===== config.mk =====
export PLATFORM = sky130hd
export DESIGN_NAME = reservation_station
export DESIGN_NICKNAME = d
export VERILOG_FILES = /design/src/rtl/reservation_station.sv
export SDC_FILE = /design/constraint.sdc
export NUM_CORES = 2
export LEC_CHECK = 0
export BUFFER_PORTS_ARGS = -buffer_cell sky130_fd_sc_hd__buf_4
export CAP_MARGIN = 10
export CORE_MARGIN = 5
export CORE_UTILIZATION = 30
export CTS_BUF_LIST = sky130_fd_sc_hd__clkbuf_8
export DETAILED_ROUTE_END_ITERATION = 10
export PLACE_DENSITY = 0.51
export SKIP_LAST_GASP = 1
export SLEW_MARGIN = 10
export SYNTH_ARGS = -nofsm -noshare
export SYNTH_HDL_FRONTEND = slang
export SYNTH_SLANG_ARGS = --single-unit

===== constraint.sdc =====
create_clock -name clk_in -period 6.1 [get_ports clk_in]
set_clock_uncertainty 0.15 [all_clocks]
set_input_delay 0.915 -clock clk_in [delete_from_list [all_inputs] [get_ports clk_in]]
set_output_delay 0.915 -clock clk_in [all_outputs]
set_load 0.05 [all_outputs]

===== src/rtl/reservation_station.sv =====
// rtl/reservation_station.sv - out-of-order issue buffer holding ALU-bound instructions until operands arrive
// Optional RS_FAST_WAKEUP_EN lets a broadcast that clears the last dependency issue on the same edge.
module reservation_station #(
  parameter int RS_SIZE  = 8,
  parameter int RS_IDX_W = 3
) (
  input  logic        clk_in,
  input  logic        rst_in,
  input  logic        rdy_in,
  input  logic        rob_clear,
  input  logic        dispatch_en,
  input  logic [5:0]  dispatch_type,
  input  logic [31:0] dispatch_val1,
  input  logic [31:0] dispatch_val2,
  input  logic        dispatch_dep1,
  input  logic        dispatch_dep2,
  input  logic [4:0]  dispatch_tag1,
  input  logic [4:0]  dispatch_tag2,
  input  logic [31:0] dispatch_imm,
  input  logic [31:0] dispatch_pc,
  input  logic [4:0]  dispatch_rob_pos,
  output logic        rs_full,
  input  logic        alu_done,
  input  logic [31:0] alu_res,
  input  logic [4:0]  alu_rob_pos,
  input  logic        lsb_done,
  input  logic [31:0] lsb_res,
  input  logic [4:0]  lsb_rob_pos,
  output logic        alu_todo,
  output logic [5:0]  inst_type,
  output logic [31:0] val1,
  output logic [31:0] val2,
  output logic [31:0] imm,
  output logic [31:0] pc,
  output logic [4:0]  out_rob_pos
);

  logic [RS_SIZE-1:0] busy;
  logic [5:0]         e_type [RS_SIZE];
  logic [31:0]        e_v1   [RS_SIZE];
  logic [31:0]        e_v2   [RS_SIZE];
  logic               e_d1   [RS_SIZE];
  logic               e_d2   [RS_SIZE];
  logic [4:0]         e_t1   [RS_SIZE];
  logic [4:0]         e_t2   [RS_SIZE];
  logic [31:0]        e_imm  [RS_SIZE];
  logic [31:0]        e_pc   [RS_SIZE];
  logic [4:0]         e_rob  [RS_SIZE];

  logic [31:0]        fwd_v1 [RS_SIZE];
  logic [31:0]        fwd_v2 [RS_SIZE];
  logic               fwd_d1 [RS_SIZE];
  logic               fwd_d2 [RS_SIZE];
  logic [RS_SIZE-1:0] ready;
  logic [RS_SIZE-1:0] busy_left;
  logic               iss_found;
  logic               free_found;
  logic [RS_IDX_W-1:0] iss_idx;
  logic [RS_IDX_W-1:0] free_idx;
  logic [31:0]        cap_v1;
  logic [31:0]        cap_v2;
  logic               cap_d1;
  logic               cap_d2;

  // Returns {still_pending, value}; the ALU broadcast wins if both happen to match.
  function automatic logic [32:0] resolve(
    input logic        dep,
    input logic [4:0]  tag,
    input logic [31:0] val,
    input logic        a_done,
    input logic [4:0]  a_tag,
    input logic [31:0] a_res,
    input logic        l_done,
    input logic [4:0]  l_tag,
    input logic [31:0] l_res
  );
    if (dep && a_done && (tag == a_tag))
      return {1'b0, a_res};
    else if (dep && l_done && (tag == l_tag))
      return {1'b0, l_res};
    else
      return {dep, val};
  endfunction

  always_comb begin
    for (int i = 0; i < RS_SIZE; i++) begin
      {fwd_d1[i], fwd_v1[i]} = resolve(e_d1[i], e_t1[i], e_v1[i], alu_done, alu_rob_pos, alu_res,
                                       lsb_done, lsb_rob_pos, lsb_res);
      {fwd_d2[i], fwd_v2[i]} = resolve(e_d2[i], e_t2[i], e_v2[i], alu_done, alu_rob_pos, alu_res,
                                       lsb_done, lsb_rob_pos, lsb_res);
    end
  end

  always_comb begin
    for (int i = 0; i < RS_SIZE; i++) begin
`ifdef RS_FAST_WAKEUP_EN
      ready[i] = busy[i] && !fwd_d1[i] && !fwd_d2[i];
`else
      ready[i] = busy[i] && !e_d1[i] && !e_d2[i];
`endif
    end
  end

  // Lowest-index select; the free slot is searched after the issuing entry is released.
  always_comb begin
    iss_found = 1'b0;
    iss_idx   = '0;
    for (int i = RS_SIZE - 1; i >= 0; i--) begin
      if (ready[i]) begin
        iss_found = 1'b1;
        iss_idx   = RS_IDX_W'(i);
      end
    end
    busy_left = busy;
    if (iss_found)
      busy_left[iss_idx] = 1'b0;
    free_found = 1'b0;
    free_idx   = '0;
    for (int i = RS_SIZE - 1; i >= 0; i--) begin
      if (!busy_left[i]) begin
        free_found = 1'b1;
        free_idx   = RS_IDX_W'(i);
      end
    end
  end

  always_comb begin
    {cap_d1, cap_v1} = resolve(dispatch_dep1, dispatch_tag1, dispatch_val1, alu_done, alu_rob_pos,
                               alu_res, lsb_done, lsb_rob_pos, lsb_res);
    {cap_d2, cap_v2} = resolve(dispatch_dep2, dispatch_tag2, dispatch_val2, alu_done, alu_rob_pos,
                               alu_res, lsb_done, lsb_rob_pos, lsb_res);
  end

  assign rs_full = &busy;

  always_ff @(posedge clk_in) begin
    if (rst_in) begin
      busy        <= '0;
      alu_todo    <= 1'b0;
      inst_type   <= '0;
      val1        <= '0;
      val2        <= '0;
      imm         <= '0;
      pc          <= '0;
      out_rob_pos <= '0;
    end else if (rdy_in) begin
      if (rob_clear) begin
        busy     <= '0;
        alu_todo <= 1'b0;
      end else begin
        alu_todo <= iss_found;
        if (iss_found) begin
          inst_type   <= e_type[iss_idx];
          val1        <= fwd_v1[iss_idx];
          val2        <= fwd_v2[iss_idx];
          imm         <= e_imm[iss_idx];
          pc          <= e_pc[iss_idx];
          out_rob_pos <= e_rob[iss_idx];
        end
        busy <= busy_left;
        for (int i = 0; i < RS_SIZE; i++) begin
          if (busy[i]) begin
            e_v1[i] <= fwd_v1[i];
            e_d1[i] <= fwd_d1[i];
            e_v2[i] <= fwd_v2[i];
            e_d2[i] <= fwd_d2[i];
          end
        end
        if (dispatch_en && free_found) begin
          busy[free_idx]   <= 1'b1;
          e_type[free_idx] <= dispatch_type;
          e_v1[free_idx]   <= cap_v1;
          e_d1[free_idx]   <= cap_d1;
          e_t1[free_idx]   <= dispatch_tag1;
          e_v2[free_idx]   <= cap_v2;
          e_d2[free_idx]   <= cap_d2;
          e_t2[free_idx]   <= dispatch_tag2;
          e_imm[free_idx]  <= dispatch_imm;
          e_pc[free_idx]   <= dispatch_pc;
          e_rob[free_idx]  <= dispatch_rob_pos;
        end
      end
    end
  end

endmodule


; Yosys cells after proc, flatten, opt, wreduce, memory -nomap -nowiden
; Memories as Yosys holds them, arrays and structs flattened. A register that Yosys moved wholly into a read port is not among the register bits.
; Index checks and enable logic that the tools add are counted.
[totals]
regBits = 73
ram_bits = 1208
input_bits = 232
out_inout_bits = 141
wordCells = 296
n_memories = 10
[op_classes]
n_lt_le_gt_ge = 5
eq_ne = 36
muxes = 127
bitwise_logic = 5
reduce_logical = 109
[memory_table]
columns = memory, words, width, rd, rd_ports_with_merged_regs, write_ports, line
row1 = e_imm, 8, 32, 1, 1, 1, 46  ; logic [31:0] e_imm [RS_SIZE];
row2 = e_pc, 8, 32, 1, 1, 1, 47  ; logic [31:0] e_pc [RS_SIZE];
row3 = e_v1, 8, 32, 8, 0, 9, 40  ; logic [31:0] e_v1 [RS_SIZE];
row4 = e_v2, 8, 32, 8, 0, 9, 41  ; logic [31:0] e_v2 [RS_SIZE];
row5 = e_type, 8, 6, 1, 1, 1, 39  ; logic [5:0] e_type [RS_SIZE];
row6 = e_rob, 8, 5, 1, 1, 1, 48  ; logic [4:0] e_rob [RS_SIZE];
row7 = 4 more memories, -, -, -, -, -, -
[ops]
columns = operator, count
row1 = $mux 33, 36
row2 = $bmux 32 s3, 2
row3 = $eq 5x5->1, 36
row4 = $mux 32, 4
row5 = $logic_and 1x1->1, 91
row6 = $mux 1, 64
row7 = $mux 3, 16
row8 = $mux 8, 3
row9 = $logic_not 1->1, 16
row10 = $and 8x8->8, 1
row11 = $lt 3x4->1 const B, 2
row12 = $not 8->8, 1
row13 = $or 8x8->8, 1
row14 = $reduce_and 8->1, 1
row15 = $demux 1 s3, 2
row16 = $ge 3x1->1 const B, 2
row17 = $ge 4x4->1 const B, 1
row18 = $not 3->4, 1
row19 = $reduce_and 3->1, 1
row20 = $not 1->1, 1

; Longest topological paths before layout
[depth]
depth_word = 33
mapped_depth = 12
mapped_depth_nobuf = 8

; Least setup slack after synthesis
; Ideal clock, no wire load.
[synth_path]
path_kind = input -> register
start = input port rst_in
end = memory e_v2[0][0], data pin
arrival_ps = 5044
slack_ps = 639
cell_stages = 8
n_path_buf = 3
cell_sequence = clkbuf_1 > nor3b_1 > nand3_1 > clkbuf_1 > inv_1 > buf_1 > a211oi_1 > o21bai_1
[synth_lines]
columns = item, line
row1 = from (decl), 8  ; input logic rst_in,
row2 = to (decl), 41

; Worst setup path in the final report
[layout_path]
start = register busy[4]
end = memory e_pc[4][22], enable pin
[layout_via]
elab_chain_len = 28
[layout_lines]
columns = item, line
row1 = from (decl), 38  ; logic [RS_SIZE-1:0] busy;
row2 = from (signal assigned), 160  ; busy <= busy_left;
row3 = $logic_and 1x1->1 (2 in a row), 99  ; ready[i] = busy[i] && !e_d1[i] && !e_d2[i];
row4 = $mux 3 (5 in a row), 109  ; if (ready[i]) begin
row5 = $lt 3x4->1 (not written as such) or $ge 3x1->1 (tied branches), 116  ; busy_left[iss_idx] = 1'b0;
row6 = $logic_and 1x1->1 (not written as such), 116
row7 = $mux 1 (not written as such), 116
row8 = $demux 1 s3, 116
row9 = $not 8->8 (no source line), -
row10 = $and 8x8->8 (no source line), -
row11 = $mux 8 *, 115  ; if (iss_found)
row12 = $mux 1 (8 in a row), 120  ; if (!busy_left[i]) begin
row13 = $logic_and 1x1->1, 169  ; if (dispatch_en && free_found) begin
row14 = $mux 1, 169
row15 = $mux 1, 147  ; if (rob_clear) begin
row16 = $mux 1, 146  ; end else if (rdy_in) begin
row17 = $mux 1, 137  ; if (rst_in) begin
row18 = $mux 1 (not written as such), 179  ; e_pc[free_idx] <= dispatch_pc;
row19 = to (decl), 47
; Every way passes the cells marked *; elsewhere a longest branch is shown, timed or not.

==> results.toml <==
[synth]
synth_top_area_cell = "edfxtp_1"
synth_edf_count = 1208
yosysSeqAreaShare_pct = 57.3
ys.warnings.count = 0
yosys-top-cells-count = "edfxtp_1, nand2_1, o21ai_0"
synthMostInstantiatedCell = "edfxtp_1"
syn_inst = 6447
synthFlopType = "edfxtp_1"
netlist_area_sq_um = 68500
synth-seq-cells = 1356
syn-num-nets = 6679
synth_area_per_cell_sq_um = 10.6
yosysTopAreaCellShare_pct = 52.9
synth_area_leaders = "edfxtp_1, mux2i_1, nand2_1, o211ai_1, dfxtp_1"
synth_cell_types = 76
async_reset_ff_share_pct = 0

[critical_path]
cp_common_cell = "buf_4"
start_kind = "register"
crit_fanout = 27
crit_family = "simple AND/OR/NAND/NOR gates"
critPathLaunch = "busy[4]"
r2r_slack_ns = 1.10
critical_path_class = "register to register"
cp.depth = 9
worst_path_max_delay_cell = "nor3b_1"
worstPathArrival_ns = 5.51
crit_buf_inv = 3
cp-endpoint = "e_pc[4][22]"
slowest_delay_ns = 0.76
cp_cell_sequence = "nor3b_1, nor2_1, and4_4, o2111a_1, o21a_1, buf_4, nand3b_4, inv_4, buf_4"
timing.rr.end = "e_pc[4][22]"
worstRegToRegCells = 9
end_kind = "register"
worst-endpoint-required_ns = 6.61
reg2reg_from = "busy[4]"

[final_layout]
area_delta_synth_final_pct = 16.4
fill_cells = 22815
multi_input_area_sq_um = 26800
utilization_pct = 35.1
seq_area_sq_um = 39200
drive_gt1_share_pct = 13.3
nets = 6862

[detailed_routing]
routed_via_density = 5.85
vias = 57781
drc = 0
wl_mm = 294
dr.pass1.iters = 9
wl_per_cell_um = 29.8
ant_nets = 0
dr.first_iter.drc_count = 7655

[sta]
fmax_mhz = 200
rsz0062_at_grt = "no"
period_minus_slack_ns = 5.00
report.final.hold_viol_count = 0
fin_crit_sh_pct = 82.0
setup_viol = 0
maxSlewHeadroom_pct = 9.27
tns_ns = 0
setup_slack_ns = 1.10
worst_pin_slew_ns = 1.36
slew_violations = 0

[power]
p_leak_uw = 0.0301
p_sw_uw = 4960
p_clk_share_pct = 43.0
max-vdd-ir-drop_v = 0.000252
comb_power_share_pct = 5.5
p_int_uw = 14600
p_sw_share_pct = 25.3
powerDensity_nw_per_um2 = 245
power_frac_seq_pct = 51.6

[grt]
antenna_found_initial = 41
grt_pass1_wl_mm = 412
grt_max_degree = 142
gr-total-overflow = 0
grt_pass1_vias = 54952
grt_usage_pct = 23.7

[run]
maxCapViolCount = 0

[clock_tree]
clockBufferDepth = 3
root_buffer = "clkbuf_8"
cts_htree_levels = 4
tritoncts.num_buffers = 234
post-cts-setup-buffers = 0
clkLatencyLatePin_ns = 1.04
cts.clk_slew.worst_paths_ns = 0.07
tritoncts = "done"
clock_sinks = 1356

[hold_path]
hold_class = "input pin to register"
hold_depth = 3

[die]
core_area_sq_um = 227000
fp.dieH_um = 488
core.rowCount = 175
chipWidth_um = 488
die_area_sq_um = 238000
num_io_pins = 373
floorplan.initialDensity_pct = 30.1

[placement]
io_buffers = 372
gp_congestion = 0.877
place_ws_ns = 0.979
post-dp-hpwl_mm = 172

[status]
outcome = "completed"
-- timing repair --
action | CTS | global route
endpoints found under the hold margin | 680 | 0
gates resized for setup | 0 | 0
hold buffers | 85 | 0
-- worst min-delay path, cell delays in order --
cell	delay [ns]
buf_4	0.13
inv_1	0.06
o21ai_0	0.09
-- registers in the layout (all words and copies together), names as in the netlist --
register,flops
val2,32
e_rob,40
pc,32
busy,8
e_v2,256
e_t1,40
e_v1,256
alu_todo,1
e_t2,40
e_pc,256
e_type,48
val1,32
imm,32
e_imm,256
e_d2,8
e_d1,8
inst_type,6
out_rob_pos,5
-- power by group through the flow --
stage	Clock, uW	Sequential (uW)	Combinational [uW]
6_report	8410	10100	1070
3_3_place_gp	0	10300	983
3_5_place_dp	0	10300	990
4_1_cts	8550	10100	1050
5_1_grt	8970	10100	1110
2_1_floorplan	0	10300	457
-- kinds of logic (layout without fill, tap and decap cells) --
| logic type | after synthesis | in the layout | share of synthesized area, % |
|---|---|---|---|
| other | 0 | 31 | 0 |
| DFF | 1356 | 1356 | 57.3 |
| buffers and inverters | 699 | 1083 | 4.10 |
| AOI/OAI and AO/OA | 2132 | 2132 | 20.3 |
| muxes | 402 | 402 | 5.87 |
| and+or+nand+nor | 1684 | 1684 | 10.2 |
| xor gates and xnor gates | 174 | 174 | 2.22 |
-- stage by stage --
step                      power (uW)  instances  cell area (sq um)  hold slack, ns
after floorplan                10800       6447              68500           0.328
after global placement         11300       9318              74200           0.355
after detailed placement       11300       9318              74200           0.356
after CTS                      19700       9840              79700          0.0166
after global routing           20200       9853              79700          0.0820
final                          19600       9871              79800          0.0942
-- final cells by class --
type                            count  share of cell area (%)
Sequential cell                  1356                    49.2
Antenna cell                       31                  0.0973
Clock buffer                      268                    4.62
Timing Repair Buffer              610                    6.39
Tap cell                         3009                    4.72
Multi-Input combinational cell   4392                    33.6
Clock inverter                    169                    1.23
Inverter                           36                   0.201
-- how the worst min path moves through the flow --
stage	start	to	slack, ns
after floorplan	busy[1]	busy[1]	0.33
after global placement	val2[10]	val2[10]	0.36
after detailed placement	val2[19]	val2[19]	0.36
after CTS	dispatch_en	busy[0]	0.02
after global routing	dispatch_en	busy[0]	0.08
final	dispatch_en	busy[0]	0.09
-- cell usage in the layout (no fill, tap or decap), drive strengths merged, types with 17 or more instances in the layout --
cell,n
nor3,35
buf,525
and2,23
nand2,1016
xor2,115
a22oi,153
a41oi,23
nand3,97
xnor2,59
o21bai,52
a311oi,32
nor2,380
clkinv,44
a221oi,69
a21oi,400
a31oi,33
edfxtp,1208
o221ai,34
diode,31
o31a,78
a211oi,48
dfxtp,148
o21ai,646
o211ai,438
a21o,30
mux2i,402
nand4,37
clkbuf,268
inv,156
nor4,30
dlygate4sd3,85
a2111oi,17
a211o,21
-- layer usage --
layer	part of all wire, %	vias up	global-route usage (%)
met1	41	28692	31.4
met2	43	3644	35.7
met5	0.070	-	0
met4	4.6	26	10.4
met3	11	672	6.97
li1	-	24747	-
Note: power is estimated with default switching activity, not from simulation.
